==> config.mk <==
export PLATFORM = sky130hd
export DESIGN_NAME = sqrt_sequencer
export DESIGN_NICKNAME = d
export VERILOG_FILES = /design/src/rtl/sqrt_sequencer.sv
export SDC_FILE = /design/constraint.sdc
export NUM_CORES = 1
export LEC_CHECK = 0
export BUFFER_PORTS_ARGS = -buffer_cell sky130_fd_sc_hd__clkbuf_2
export CAP_MARGIN = 10
export CORE_ASPECT_RATIO = 0.8
export CORE_MARGIN = 2
export CORE_UTILIZATION = 42
export DETAILED_ROUTE_END_ITERATION = 16
export GPL_TIMING_DRIVEN = 0
export PLACE_DENSITY = 0.76
export SYNTH_ARGS = -nofsm -noshare
export SYNTH_HDL_FRONTEND = slang
export SYNTH_SLANG_ARGS = --single-unit
==> constraint.sdc <==
create_clock -name clk_i -period 1.76 [get_ports clk_i]
set_input_delay 0.176 -clock clk_i [delete_from_list [all_inputs] [get_ports clk_i]]
set_output_delay 0.176 -clock clk_i [all_outputs]
set_load 0.005 [all_outputs]
==> src/rtl/sqrt_sequencer.sv <==
// Sequencer for the sqrt_add iterative square-root datapath: takes one operand per
// start/busy/done handshake, drives load/start/ctrl/excounter, and registers the result.
module sqrt_sequencer #(
  parameter  int DW   = 16,
  localparam int ITER = DW / 2
) (
  input  logic          clk_i,
  input  logic          rst_n_i,
  input  logic          start_i,
  input  logic          clear_i,
  input  logic [DW-1:0] din_i,
  output logic          busy_o,
  output logic          done_o,
  output logic [DW-1:0] q_out_o,
  output logic [DW-1:0] rem_out_o,
  output logic          dp_load_o,
  output logic          dp_start_o,
  output logic          dp_ctrl_o,
  output logic [DW-1:0] dp_d_o,
  output logic [DW-1:0] dp_excounter_o,
  input  logic [DW-1:0] dp_q_i,
  input  logic [DW-1:0] dp_remainder_i
);

  // state  | meaning
  // IDLE   | waiting for start
  // LOAD   | datapath load, excounter = ITER
  // ITER   | datapath iterating, excounter counts down to 0
  // FINISH | datapath ctrl, results captured on exit
  // DONE   | one-cycle done pulse
  localparam int CW = $clog2(ITER + 1);

  typedef enum logic [4:0] {
    S_IDLE = 5'b00001,
    S_LOAD = 5'b00010,
    S_ITER = 5'b00100,
    S_FIN  = 5'b01000,
    S_DONE = 5'b10000
  } state_e;

  state_e          state_q, state_d;
  logic [CW-1:0]   cnt_q, cnt_d;
  logic [DW-1:0]   opd_q, opd_d;
  logic [DW-1:0]   q_q, q_d;
  logic [DW-1:0]   rem_q, rem_d;

  always_ff @(posedge clk_i or negedge rst_n_i) begin
    if (!rst_n_i) begin
      state_q <= S_IDLE;
      cnt_q   <= '0;
      opd_q   <= '0;
      q_q     <= '0;
      rem_q   <= '0;
    end else begin
      state_q <= state_d;
      cnt_q   <= cnt_d;
      opd_q   <= opd_d;
      q_q     <= q_d;
      rem_q   <= rem_d;
    end
  end

  always_comb begin
    state_d = state_q;
    cnt_d   = cnt_q;
    opd_d   = opd_q;
    q_d     = q_q;
    rem_d   = rem_q;
    unique case (state_q)
      S_IDLE: begin
        cnt_d = '0;
        if (start_i) begin
          state_d = S_LOAD;
          opd_d   = din_i;
          cnt_d   = CW'(ITER);
        end
      end
      S_LOAD: begin
        if (clear_i) begin
          state_d = S_IDLE;
          cnt_d   = '0;
        end else begin
          state_d = S_ITER;
          cnt_d   = CW'(ITER - 1);
        end
      end
      S_ITER: begin
        if (clear_i) begin
          state_d = S_IDLE;
          cnt_d   = '0;
        end else if (cnt_q == '0) begin
          state_d = S_FIN;
        end else begin
          cnt_d = cnt_q - CW'(1);
        end
      end
      S_FIN: begin
        cnt_d   = '0;
        state_d = S_IDLE;
        if (!clear_i) begin
          state_d = S_DONE;
          q_d     = dp_q_i;
          rem_d   = dp_remainder_i;
        end
      end
      S_DONE: begin
        cnt_d   = '0;
        state_d = S_IDLE;
      end
      default: begin
        state_d = S_IDLE;
        cnt_d   = '0;
      end
    endcase
  end

  // Outputs decode only registered state, so no input reaches an output combinationally.
  always_comb begin
    busy_o         = (state_q != S_IDLE);
    done_o         = (state_q == S_DONE);
    dp_load_o      = (state_q == S_LOAD);
    dp_start_o     = (state_q == S_ITER);
    dp_ctrl_o      = (state_q == S_FIN);
    dp_excounter_o = {{(DW - CW){1'b0}}, cnt_q};
    dp_d_o         = opd_q;
    q_out_o        = q_q;
    rem_out_o      = rem_q;
  end

endmodule
==> reports/qor.json <==
{
  "report.final.hold_viol_count": 0,
  "fin_hold_ws_ps": 68.47,
  "number_of_enable_type_register_cells_in_the_synthesized_netlist": 0,
  "netSwitchingFraction_pct": 28.66,
  "die_area_um2": 6727,
  "total_leakage_power_uw": 0.001841,
  "p_sw_uw": 1258,
  "route.detailed.drc": 0,
  "layout.nets": 362,
  "share_of_the_synthesized_area_in_the_top_cell_type_pct": 54.85,
  "cts_num_sinks": 57,
  "min_delay_path_depth": 2,
  "reg2reg_depth": 5,
  "max_slew.worst_pin.slew_ps": 747.8,
  "grt_antenna_before_repair": 0,
  "global_route.usage.total_pct": 15.91,
  "antenna_violating_nets_post_route": 0,
  "ys_top_cells_by_count": "56 x dfrtp_1, 29 x mux2_4, 20 x mux2_2",
  "cts_tree": "done",
  "drt_first_iter_violations": 40,
  "post_route_cells_drive_above_1_share_pct": 66.13,
  "place.detailed.instances": 372,
  "post_synth_instance_area_um2": 2555,
  "timing.critical_path.cells": "nand2b_4, nor4_4, buf_6, buf_6, mux2_4",
  "dieWidth_um": 91.20,
  "finalPower_uw": 4391,
  "first_pass_grt_wire_length_um": 7962,
  "path_delay_family": "flip-flops",
  "timing.setup.tns_ps": 0,
  "floorplan.initialDensity_pct": 43.45,
  "combPwrFrac_pct": 29.7,
  "core_region_area_um2": 5881,
  "cts-buffers-inserted": 9,
  "synthTopCellsByArea": "dfrtp_1 55%, mux2_4 17%, mux2_2 8.8%",
  "gpl.final_weighted_congestion": 0.7569,
  "cellPowerDensity_nw_per_um2": 1232,
  "rows": 25,
  "ys_seq_elements": 57,
  "die_span_in_y_um": 73.76,
  "cp_data_arrival_time_ps": 1900,
  "worst_ir_drop_vdd_mv": 0.6237,
  "dr.pass1.iters": 4,
  "cts.path.max_buffers": 2,
  "clk_root_buffer_cell": "clkbuf_8",
  "min_delay_worst_type": "in -> reg",
  "timing.slew.headroom_pct": 50.14,
  "multi_input_comb_area_um2": 1060,
  "crit_path_end_kind": "register",
  "layout-area-overhead-vs-synth_pct": 39.47,
  "drt-wirelength-per-cell_um": 13.38,
  "critical_path.slowest_cell": "dfrtp_2",
  "clock_latency_at_the_later_pin_of_the_worst_skew_pair_ps": 330,
  "crit_buf_inv": 2,
  "sequential_cell_area_um2": 1430,
  "fillCellCount": 486,
  "timing.critical_path.fanout_max": 10,
  "dp_hpwl_um": 3891,
  "share_of_flip_flops_with_an_asynchronous_set_or_reset_pct": 100.0,
  "yosys.cell_types.count": 37,
  "synth.largest_area_cell": "dfrtp_1",
  "ctsHtreeMaxLevel": 3,
  "instances_no_fill": 394,
  "crit_path_start_kind": "register",
  "first_global_vias": 1716,
  "part_of_the_yosys_area_used_for_sequential_elements_pct": 55.88,
  "design_area_um2": 3563,
  "max_capacitance_violation_count": 0,
  "port_buffers": 108,
  "place_area_um2": 3261,
  "gr-total-overflow": 0,
  "max_freq_mhz": 593.5,
  "post_synth.cell_area_avg_um2": 14.94,
  "status": "finished, final reports clean",
  "critical_path_cell_count": 5,
  "wl_um": 5271,
  "sequentialPowerShare_pct": 43.0,
  "internal_power_uw": 3132,
  "timing.critical_path.slowest_cell_delay_ps": 470,
  "grt_max_degree": 30,
  "timing.final.crit_period_ps": 1685,
  "synthesis.instances": 171,
  "clkTransAtPathRegs_ps": 70,
  "synth_flop_type": "dfrtp_1",
  "drv_slew": 0,
  "synth_warnings": 0,
  "clock_power_share_pct": 27.3,
  "critPathRequiredTime_ps": 1980,
  "detailroute.via_count": 1789,
  "insertedDiodeCount": 0,
  "timing.final.crit_share_pct": 95.73,
  "worst_clock_skew_ps": 6.913,
  "yosys.cell_count.top_type": "dfrtp_1",
  "setup-violations-final": 0,
  "critPathMostFrequentCell": "buf_6",
  "ios": 121,
  "via_density": 4.541,
  "timing.setup.critical_path_class": "reg -> reg"
}
-- cells by family (layout without fill, tap and decap cells) --
| group | after synthesis | count (layout) | share of synthesized area (%) |
|---|---|---|---|
| DFF | 57 | 57 | 55.88 |
| and+or+nand+nor | 25 | 25 | 6.954 |
| xor gates and xnor gates | 4 | 4 | 1.371 |
| buffers and inverters | 22 | 153 | 5.974 |
| AOI/OAI and AO/OA | 11 | 11 | 2.840 |
| muxes | 49 | 49 | 25.86 |
| adders and majority gates | 2 | 2 | 0.9793 |
| other | 1 | 12 | 0.1468 |
-- repair_timing --
item                                    in CTS  in global routing
cloned                                       0                  0
pin swaps                                    1                  0
endpoints found under the setup margin      42                 44
hold buffers                                 1                  0
gates resized for setup                      4                 11
buffers inserted                             3                  2
hold endpoints to repair                    27                  0
-- layer usage --
metal  track usage, %  wire length, µm  vias to the layer above
met5                0                0                        -
met4            8.586              109                        0
met2            24.53             2398                       85
li1                 -                -                      853
met3            7.590              522                       10
met1            18.63             2241                      841
-- layout by cell type, fill, tap and decap left out, drive strengths merged --
master / count
a211oi: 2
a31oi: 1
and2: 1
and2b: 1
and3: 1
buf: 23
bufinv: 1
clkbuf: 120
clkinv: 2
clkinvlp: 2
conb: 12
dfrtp: 56
dfstp: 1
dlygate4sd3: 1
ha: 2
inv: 4
mux2: 49
nand2: 2
nand2b: 1
nand3: 2
nor2: 1
nor2b: 2
nor3: 3
nor3b: 2
nor4: 5
nor4b: 1
o211ai: 2
o21ai: 4
o31a: 1
o31ai: 1
or2: 1
or2b: 1
or3b: 1
xnor2: 2
xor2: 2
-- worst reg2reg max path, delay by kind of cell (launching register included) --
kind / cells / cell delay (ps)
buffers and inverters: 2 / 360
flip-flops: 1 / 470
multiplexers: 1 / 310
AND/OR/NAND/NOR: 2 / 430
-- worst paths after layout --
check	startpoint	endpoint	slack, ps
max in group asynchronous	rst_n_i	dp_d_o[11]$_DFFE_PN0P_	710
setup / recovery	state_q[4]$_DFFE_PN0P_	rem_out_o[8]$_DFFE_PN0P_	80
hold reg to reg	dp_d_o[15]$_DFFE_PN0P_	dp_d_o[15]$_DFFE_PN0P_	500
setup reg to reg	state_q[4]$_DFFE_PN0P_	rem_out_o[8]$_DFFE_PN0P_	80
min in group asynchronous	rst_n_i	q_out_o[15]$_DFFE_PN0P_	440
hold / removal	dp_q_i[15]	q_out_o[15]$_DFFE_PN0P_	70
-- power groups by stage --
stage | Combinational [µW] | Clock (µW) | Sequential, µW
2_1_floorplan | 705 | 0 | 1900
3_3_place_gp | 1240 | 0 | 1880
3_5_place_dp | 1280 | 0 | 1890
4_1_cts | 1310 | 1250 | 1880
5_1_grt | 1420 | 1300 | 1940
6_report | 1300 | 1200 | 1890
-- cell type report --
class,instances,area share (%)
clock buffers,11,3.968
flip-flops and latches,57,40.13
plain buffers,18,4.178
inverters,4,0.4213
repair buffers,115,17.17
clock inverters,5,1.545
multi-input cells,103,29.74
well taps,81,2.844
-- metrics by stage --
| stage | worst slack (ps) | utilization [%] |
|---|---|---|
| global placement | -230.5 | 55.11 |
| global route | -3.888 | 60.60 |
| detailed placement | -285.3 | 55.45 |
| finish | 75.18 | 60.60 |
| CTS | 9.865 | 59.68 |
| floorplan | 12.16 | - |
-- sequential cells by signal, indices dropped and copies added (netlist names) --
| name | flops |
|---|---|
| dp_d_o | 16 |
| q_out_o | 16 |
| rem_out_o | 16 |
| state_q | 5 |
| cnt_q | 4 |
No activity file was read; power rests on OpenSTA's default activity.
